[src/rtl/neurochip_cfg_loader.sv]
// Byte-stream to serial configuration-chain loader for the neuron array.
// Define NEUROCHIP_CFG_READBACK_EN to add the rb_valid/rb_data chain readback outputs.
module neurochip_cfg_loader #(
    parameter int unsigned TOTAL_BITS = 998,
    parameter int unsigned CNT_W      = 11
) (
    input  logic       clk,
    input  logic       rst_n,
    input  logic       start,
    input  logic       in_valid,
    input  logic [7:0] in_data,
    output logic       in_ready,
    output logic       config_en,
    output logic       bs_out,
    input  logic       bs_return,
    output logic       reset_nn,
    output logic       busy,
    output logic       done
`ifdef NEUROCHIP_CFG_READBACK_EN
    ,
    output logic       rb_valid,
    output logic [7:0] rb_data
`endif
);

    if ((2 ** CNT_W) <= TOTAL_BITS) begin : g_cnt_w_check
        $error("CNT_W is too narrow to count TOTAL_BITS");
    end

    localparam logic [CNT_W-1:0] LastBit = CNT_W'(TOTAL_BITS - 1);

    typedef enum logic [2:0] {
        StIdle,
        StFetch,
        StShift,
        StArm,
        StFin
    } state_e;

    state_e           state_q, state_d;
    logic [7:0]       hold_q, hold_d;
    logic [2:0]       idx_q, idx_d;
    logic [CNT_W-1:0] cnt_q, cnt_d;
    logic             last_bit;

    assign last_bit = (cnt_q == LastBit);

    always_ff @(posedge clk or negedge rst_n) begin
        if (!rst_n) begin
            state_q <= StIdle;
            hold_q  <= 8'h00;
            idx_q   <= 3'd0;
            cnt_q   <= '0;
        end else begin
            state_q <= state_d;
            hold_q  <= hold_d;
            idx_q   <= idx_d;
            cnt_q   <= cnt_d;
        end
    end

    // Outputs decode from state only, so an asynchronous reset clears them at once.
    always_comb begin
        state_d   = state_q;
        hold_d    = hold_q;
        idx_d     = idx_q;
        cnt_d     = cnt_q;
        in_ready  = 1'b0;
        config_en = 1'b0;
        bs_out    = 1'b0;
        reset_nn  = 1'b0;
        busy      = 1'b1;
        done      = 1'b0;
        unique case (state_q)
            StIdle: begin
                busy = 1'b0;
                if (start) begin
                    state_d = StFetch;
                    cnt_d   = '0;
                end
            end
            StFetch: begin
                in_ready = 1'b1;
                if (in_valid) begin
                    hold_d  = in_data;
                    idx_d   = 3'd0;
                    state_d = StShift;
                end
            end
            StShift: begin
                config_en = 1'b1;
                bs_out    = hold_q[idx_q];
                idx_d     = idx_q + 3'd1;
                cnt_d     = cnt_q + CNT_W'(1);
                // The chain end wins over the byte boundary; leftover bits are dropped.
                if (last_bit) begin
                    state_d = StArm;
                end else if (idx_q == 3'd7) begin
                    state_d = StFetch;
                end
            end
            StArm: begin
                reset_nn = 1'b1;
                state_d  = StFin;
            end
            StFin: begin
                done    = 1'b1;
                state_d = StIdle;
            end
            default: begin
                busy    = 1'b0;
                state_d = StIdle;
            end
        endcase
    end

`ifdef NEUROCHIP_CFG_READBACK_EN
    logic [7:0] cap_q, cap_d;
    logic [7:0] rb_data_q, rb_data_d;
    logic       rb_valid_q, rb_valid_d;

    always_ff @(posedge clk or negedge rst_n) begin
        if (!rst_n) begin
            cap_q      <= 8'h00;
            rb_data_q  <= 8'h00;
            rb_valid_q <= 1'b0;
        end else begin
            cap_q      <= cap_d;
            rb_data_q  <= rb_data_d;
            rb_valid_q <= rb_valid_d;
        end
    end

    // The low counter bits give the position within the returned byte; starting each
    // byte from zero leaves a trailing partial byte zero-padded.
    always_comb begin
        cap_d      = cap_q;
        rb_data_d  = rb_data_q;
        rb_valid_d = 1'b0;
        if (config_en) begin
            cap_d              = (cnt_q[2:0] == 3'd0) ? 8'h00 : cap_q;
            cap_d[cnt_q[2:0]]  = bs_return;
            if ((cnt_q[2:0] == 3'd7) || last_bit) begin
                rb_data_d  = cap_d;
                rb_valid_d = 1'b1;
            end
        end
    end

    assign rb_valid = rb_valid_q;
    assign rb_data  = rb_data_q;
`else
    logic unused_bs_return;
    assign unused_bs_return = bs_return;
`endif

endmodule
[config.mk]
export PLATFORM = sky130hd
export DESIGN_NAME = neurochip_cfg_loader
export DESIGN_NICKNAME = d
export VERILOG_FILES = /design/src/rtl/neurochip_cfg_loader.sv
export SDC_FILE = /design/constraint.sdc
export NUM_CORES = 1
export LEC_CHECK = 0
export CAP_MARGIN = 30
export CORE_MARGIN = 5
export CORE_UTILIZATION = 55
export CTS_BUF_LIST = sky130_fd_sc_hd__clkbuf_16
export CTS_CLUSTER_SIZE = 30
export DETAILED_ROUTE_END_ITERATION = 8
export DONT_BUFFER_PORTS = 1
export HOLD_SLACK_MARGIN = 0.05
export PLACE_DENSITY_LB_ADDON = 0.3
export SLEW_MARGIN = 25
export SYNTH_ARGS = -nofsm -noshare
export SYNTH_HDL_FRONTEND = slang
export SYNTH_SLANG_ARGS = --single-unit
[constraint.sdc]
create_clock -name clk -period 1.9 [get_ports clk]
set_clock_uncertainty 0.2 [all_clocks]
set_input_delay 0.19 -clock clk [delete_from_list [all_inputs] [get_ports clk]]
set_output_delay 0.19 -clock clk [all_outputs]
set_load 0.01 [all_outputs]
== Word-level counts from Yosys, hierarchy flattened ==
Index checks and enable logic that the tools add are counted.
W data, S select, Z words.

* Register bits: 25
* Input port bits: 13

* Add/subtract/negate cells: 2
* Order comparisons: 1
* Equal/unequal tests: 9
* Multiplexer cells: 17
* Reduce and logical (&&, ||, !) cells: 8

{| class="wikitable"
|+ Operators with widths
! operator !! number
|-
| $pmux W11 S2 || 1
|-
| $mux W3 || 5
|-
| $pmux W3 S4 || 1
|-
| $add A11 B1 Y11 const B || 1
|-
| $eq A11 B10 Y1 const B || 1
|-
| $mux W11 || 1
|-
| $mux W1 || 7
|-
| $eq A3 B2 Y1 const B || 2
|-
| $eq A3 B3 Y1 const B || 2
|-
| $pmux W3 S2 || 1
|-
| $reduce_and A2 Y1 || 3
|-
| $lt A3 B4 Y1 const B || 1
|-
| $ne A2 B2 Y1 const B || 2
|-
| $reduce_bool A2 Y1 || 2
|-
| $reduce_or A4 Y1 || 1
|-
| $add A3 B1 Y3 const B || 1
|-
| $bmux W1 S3 || 1
|-
| $eq A3 B1 Y1 const B || 1
|-
| $logic_not A3 Y1 || 1
|-
| $ne A3 B3 Y1 const B || 1
|-
| $reduce_and A3 Y1 || 1
|}

== Logic depth before layout (Yosys ltp) ==
Gate-level depths: netlist (run 1).

* Depth in word-level cells: 4
* Mapped depth: 7
* Gate-level depth less buffers: 5

== Worst setup path before layout (run 1) ==
Ideal clock, no wire load.

* Kind: reg-to-reg
* From: reg state_q[2]
* To: reg cnt_q[9]
* Library setup time: 0.087 ns
* Arrival time: 1.463 ns
* Required time: 1.613 ns
* Setup slack: 0.151 ns
* Cell stages (with the launch flop): 7
* Buffers on the path: 3
* Cell sequence: dfrtp_1 -> buf_6 -> or3b_1 -> buf_6 -> buf_8 -> a311o_1 -> o211ai_1

* Longest elaborated chain between the ends: 3
* Elaborated cells between the ends (all ways): 6
* Those cells by class: eq/ne: 2; mux: 1; reduce/logical: 3

{| class="wikitable"
|+ RTL lines
! element !! line !! source
|-
| start, declared || 40 || <nowiki>state_e state_q, state_d;</nowiki>
|-
| start signal, assigned || 50 || <nowiki>state_q <= StIdle;</nowiki>
|-
| start signal, assigned || 55 || <nowiki>state_q <= state_d;</nowiki>
|-
| $eq A3 B2 Y1 or $logic_not A3 Y1 (tied branches) || 74 || <nowiki>unique case (state_q)</nowiki>
|-
| $reduce_bool A2 Y1 (no source line) or $ne A2 B2 Y1 (tied branches) || n/a ||
|-
| $reduce_and A2 Y1 (no source line) || n/a ||
|-
| end signal, assigned || 58 || <nowiki>cnt_q <= cnt_d;</nowiki>
|-
| end, declared || 43 || <nowiki>logic [CNT_W-1:0] cnt_q, cnt_d;</nowiki>
|}

Several ways; a longest one is shown, not always the timed one.
A chain may end at the register's enable or synchronous reset.

== Final worst setup path (run 1) ==
* From: reg state_q[0]
* To: out bs_out

* Longest elaborated chain between the ends: 2

{| class="wikitable"
|+ RTL lines
! element !! line !! source
|-
| $eq A3 B2 Y1 || 74 ||
|-
| $mux W1 || 74 ||
|-
| end, declared || 14 || <nowiki>output logic bs_out,</nowiki>
|}

Every way passes these cells.

==> results of run 1 <==
-- flip-flops by register name, indices dropped and copies added (netlist names) --
| name | count |
|---|---|
| state_q | 3 |
| idx_q | 3 |
| hold_q | 8 |
| cnt_q | 11 |
-- layout make-up --
type	instances	area [um2]	area share
Inverter	8	30.03	0.01783
Timing Repair Buffer	24	217.7	0.1293
Clock buffer	3	75.07	0.04458
Clock inverter	1	7.507	0.004458
Multi-Input combinational cell	107	689.4	0.4094
Tap cell	30	37.54	0.02229
Sequential cell	25	626.9	0.3722
-- where the power goes --
group          total, mW  internal [mW]  leakage (nW)  switching, mW
sequential         0.801          0.694         0.328          0.107
combinational      0.905          0.407         0.403          0.498
clock              0.473          0.286        0.0371          0.187
total               2.18           1.39         0.768          0.792
-- synth_stat cells (2+ instances only) --
cell,count
nand2_1,33
nor2_1,6
and4_1,2
o311ai_0,2
or3_2,2
dfrtp_1,25
mux2i_1,2
ha_1,4
and3_1,3
a211oi_1,3
a21oi_1,2
buf_6,2
a31oi_1,3
nor4b_1,2
mux4_2,2
o21ai_0,8
nand4_1,3
clkbuf_1,5
o22ai_1,2
nand3_1,9
inv_1,8
-- per-stage QoR --
step	TNS, ns	area (um2)
finish	0	1684
global route	-0.01410	1684
CTS	0	1678
detailed placement	0	1469
global placement	0	1469
floorplan	0	1403
-- cell families after synthesis --
kind of cell    share of synthesized area
fa+ha+maj                         0.03568
flops                              0.4460
buf+inv                           0.07047
xor+xnor                         0.006246
simple gates                       0.2641
compound gates                     0.1311
mux                               0.04639
-- worst register-to-register path, stage by stage (launching register included) --
cell and delay, ns:
dfrtp_1 0.39, buf_4 0.17, or4b_1 0.51, or4_1 0.40, nand3_1 0.09
-- timing repair --
action                                  CTS  global route
endpoints found under the setup margin    2             4
buffers inserted                          0             0
pin swaps                                 0             0
hold buffers                             11             0
gates resized for setup                   4             2
hold endpoints to repair                 34             0
-- worst max path at each step --
stage               startpoint  cells after the start  endpoint  slack (ns)
floorplan           state_q[2]                      6  cnt_q[9]        0.15
global placement    state_q[0]                      4  cnt_q[8]        0.09
detailed placement  state_q[0]                      4  cnt_q[5]        0.07
CTS                   idx_q[0]                      3    bs_out        0.04
global route          idx_q[0]                      3    bs_out       -0.01
finish              state_q[0]                      3    bs_out        0.04
-- layer usage --
layer,up-vias,GRT usage,part of all wire
met3,5,0.02553,0.054
met5,-,0,0
li1,572,-,-
met4,0,0.07430,0.017
met2,35,0.3148,0.49
met1,573,0.2557,0.44
==> impl_metrics.yaml, run 1 <==
sta:
  finalHoldViolations: 0
  rsz0062_at_grt: "yes"
  worst_slack_ns: 0.03784
  setup_viol: 0
  drv_slew: 0
  whs_ns: 0.1068
  max_slew_margin: 0.7591
  fin_crit_sh: 0.9801
  fin_crit_ns: 1.862
  worst_pin_slew_ns: 0.3586
  max_freq_mhz: 537.0
pwr:
  peakVddDrop_mv: 0.9774
  power_density_nw_per_um2: 1294
  total_power_mw: 2.180
  p_leak_nw: 0.7683
clock_network:
  clk_pin_slew_worst_paths_ns: 0.06
  clock_latency_ns: 0.26
  cts_buffer_depth: 2
  cts_max_level: 1
  cts_buffers: 3
  tritoncts: "yes"
  root_buffer: "clkbuf_16"
  clkSinkCount: 25
synthesis:
  ys_types: 43
  synthCells: 150
  synthArstFlopShare: 1.000
  avgSynthCellArea_um2: 9.351
  synthesis.nets: 167
  synth_edf_count: 0
  netlist_area_um2: 1403
  netlist_top_cells_area: "dfrtp_1, nand2_1, ha_1"
  yosys.area.top_type: "dfrtp_1"
  netlist.area_leader.share: 0.4460
  ys_seq_area_frac: 0.4460
  yosysWarnings: 0
  synth_ff_type: "dfrtp_1"
  ys_ff_latch: 25
floorplanning:
  core_area_um2: 2455
  start_util: 0.5714
  die_x_um: 60.50
  die_area_um2: 3660
  die_h_um: 60.50
  boundaryPins: 19
  rows: 18
placement:
  post-dp-hpwl_um: 2070
  io_buffer_count: 0
  dp_cells: 183
  pre_cts_slack_ns: 0.06551
  gp_congestion: 0.7968
detailed_routing:
  dr.pass1.iters: 4
  drtAntennaViolNets: 0
  vias: 1185
  viasPerCell: 5.985
  drt_iter0_markers: 69
  wl_per_cell_um: 15.11
  drc: 0
  routed_wl_um: 2991
hold_path:
  min_path_type: "in2reg"
  min_to: "state_q[1]"
  min_from: "in_valid"
  hold_path_depth: 3
finish:
  layout_commonest_cell: "nand2_1"
  drive_above_1_share: 0.1786
  syn_to_final_growth_pct: 20.07
  nNetsFinal: 186
  n_antenna_cell: 0
  layout_common_cells: "nand2_1, dfrtp_1, buf_4"
  final_core_util: 0.6860
  stdcell_count: 198
  fill_cells: 200
worst_setup_path:
  cp_slowest_cell: "or3b_4"
  ff2ff_path_depth: 4
  rrSetupSlack_ns: 0.09
  start_kind: "register"
  worstPathMaxFanout: 9
  r2r_start: "state_q[0]"
  critical_path_arrival_ns: 1.47
  criticalPathCategory: "reg2out"
  r2r-end: "cnt_q[7]"
  slowest_delay_ns: 0.47
  path_cells: "or3b_4 > buf_4 > nor2_2"
  end_kind: "output pin"
  required_ns: 1.51
  crit_family: "simple AND/OR/NAND/NOR gates"
  crit_buf_inv: 1
outcome:
  outcome: "complete, no violations"
global_routing:
  grt_usage: 0.1908
  overflow: 0
  grt_pass1_vias: 1172
  grt_pass1_wl_um: 5271
  grt_max_degree: 26
  antenna_found_initial: 0
run:
  maxCapViolCount: 0
No activity file was read; power rests on OpenSTA's default activity.
==> run 2: changes to the inputs <==
CORE_ASPECT_RATIO = 0.9   (was unset)
==> impl_metrics.yaml, run 2 (synthesis results as in run 1) <==
worst_setup_path:
  critical_path_arrival_ns: 1.48
  cp_slowest_cell: "mux4_2"
  criticalPathCategory: "reg2out"
  slowest_delay_ns: 0.52
  start_kind: "register"
  required_ns: 1.51
  worstPathMaxFanout: 4
  end_kind: "output pin"
  path_cells: "mux4_2 > mux2i_1 > nor2_2"
clock_network:
  tritoncts: "yes"
  root_buffer: "clkbuf_16"
  cts_max_level: 1
  clk_pin_slew_worst_paths_ns: 0.06
  clkSinkCount: 25
  cts_buffers: 3
  cts_buffer_depth: 2
  clock_latency_ns: 0.26
finish:
  fin_area_um2: 1683
  layout_commonest_cell: "nand2_1"
  n_antenna_cell: 0
  top_regs: "cnt_q: 11 flops, hold_q: 8 flops"
  nNetsFinal: 187
  regMostFlops: "cnt_q"
  largest_register_ff_count: 11
  drive_above_1_share: 0.1775
  fill_cells: 176
  syn_to_final_growth_pct: 19.98
  layout_common_cells: "nand2_1, dfrtp_1, buf_4"
pwr:
  switching_share: 0.3645
  p_int_mw: 1.395
  p_seq_frac: 0.375
  clkPwrFrac: 0.214
  power_density_nw_per_um2: 1304
  total_power_mw: 2.195
  p_leak_nw: 0.7719
  power_frac_comb: 0.411
  switching_power_mw: 0.8002
  peakVddDrop_mv: 0.9927
sta:
  worst_pin_slew_ns: 0.3618
  worst_slack_ns: 0.03326
  fin_crit_ns: 1.867
  max_slew_margin: 0.7566
  drv_slew: 0
  finalHoldViolations: 0
  whs_ns: 0.1124
  max_freq_mhz: 535.7
  rsz0062_at_grt: "yes"
  fin_crit_sh: 0.9825
  setup_viol: 0
floorplanning:
  core_area_um2: 2446
  die_x_um: 63.23
  die_h_um: 57.91
  die_area_um2: 3661
  start_util: 0.5734
  rows: 17
  boundaryPins: 19
global_routing:
  overflow: 0
  grt_max_degree: 26
  antenna_found_initial: 0
  grt_pass1_vias: 1152
  grt_usage: 0.1779
  grt_pass1_wl_um: 5264
placement:
  post-dp-hpwl_um: 2055
  io_buffer_count: 0
  gp_congestion: 0.9121
  pre_cts_slack_ns: 0.03369
  place_area_um2: 1451
detailed_routing:
  drc: 0
  vias: 1182
  wl_per_cell_um: 15.43
  dr.pass1.iters: 4
  routed_wl_um: 3040
  drtAntennaViolNets: 0
  drt_iter0_markers: 62
  viasPerCell: 6.000
hold_path:
  min_path_type: "in2reg"
outcome:
  outcome: "complete, no violations"
run:
  maxCapViolCount: 0
==> run 2: changes by cell type in the layout (fill, tap and decap cells not counted) <==
| cell | change |
|---|---|
| buf_4 | +1 |
| nor4_1 | +1 |
| nor4_2 | -1 |
| o311ai_0 | +1 |
| o311ai_1 | -1 |
==> run 2: per-stage QoR <==
stage | instances | utilization | setup TNS (ns)
after detailed placement | 179 | 0.5934 | 0
after global routing | 197 | 0.6880 | -0.007960
final | 197 | 0.6880 | 0
after CTS | 196 | 0.6849 | 0
after global placement | 179 | 0.5934 | 0
after floorplan | 150 | - | 0
==> run 2: timing repair <==
item,in CTS,in global routing
hold buffers,11,0
hold endpoints to repair,34,0
resized for setup,4,0
setup buffers,2,1
pin swaps,1,0
setup endpoints to repair,2,1
==> run 2: worst max-delay path, delay by kind of cell, from the launching register on <==
family / cells / cell delay, ns
flip-flops: 1 / 0.42
multiplexers: 2 / 0.71
AND/OR/NAND/NOR: 1 / 0.08
==> run 2: final timing paths <==
| kind | from | endpoint | slack (ns) | cells past startpoint |
|---|---|---|---|---|
| hold reg to reg | hold_q[7] | hold_q[7] | 0.28 | 2 |
| min in group asynchronous | rst_n | cnt_q[2] | 0.17 | 2 |
| setup / recovery | idx_q[0] | bs_out | 0.03 | 3 |
| hold / removal | in_valid | state_q[1] | 0.11 | 3 |
| setup reg to reg | cnt_q[0] | state_q[1] | 0.06 | 4 |
| max in group asynchronous | rst_n | idx_q[0] | 1.17 | 2 |
==> run 2: power groups by stage <==
stage / registers (mW) / clock network, mW / logic (mW)
2_1_floorplan: 0.792 / 0 / 0.664
3_5_place_dp: 0.828 / 0 / 0.802
4_1_cts: 0.823 / 0.485 / 0.875
6_report: 0.823 / 0.470 / 0.903
5_1_grt: 0.851 / 0.513 / 1.00
3_3_place_gp: 0.817 / 0 / 0.771
==> run 2: per-layer routing <==
layer	vias to the layer above	routed length, um	global-route usage
met5	-	0	0
met4	0	29	0.05341
met3	4	236	0.03682
met2	44	1430	0.2884
met1	558	1344	0.2425
li1	576	-	-
==> run 2: cell type report <==
cell class	count	area (um2)	area share
Inverter	8	30.03	0.01784
Clock buffer	3	75.07	0.04461
Sequential cell	25	626.9	0.3725
Timing Repair Buffer	25	225.2	0.1338
Clock inverter	1	7.507	0.004461
Multi-Input combinational cell	107	683.2	0.4059
Tap cell	28	35.03	0.02082
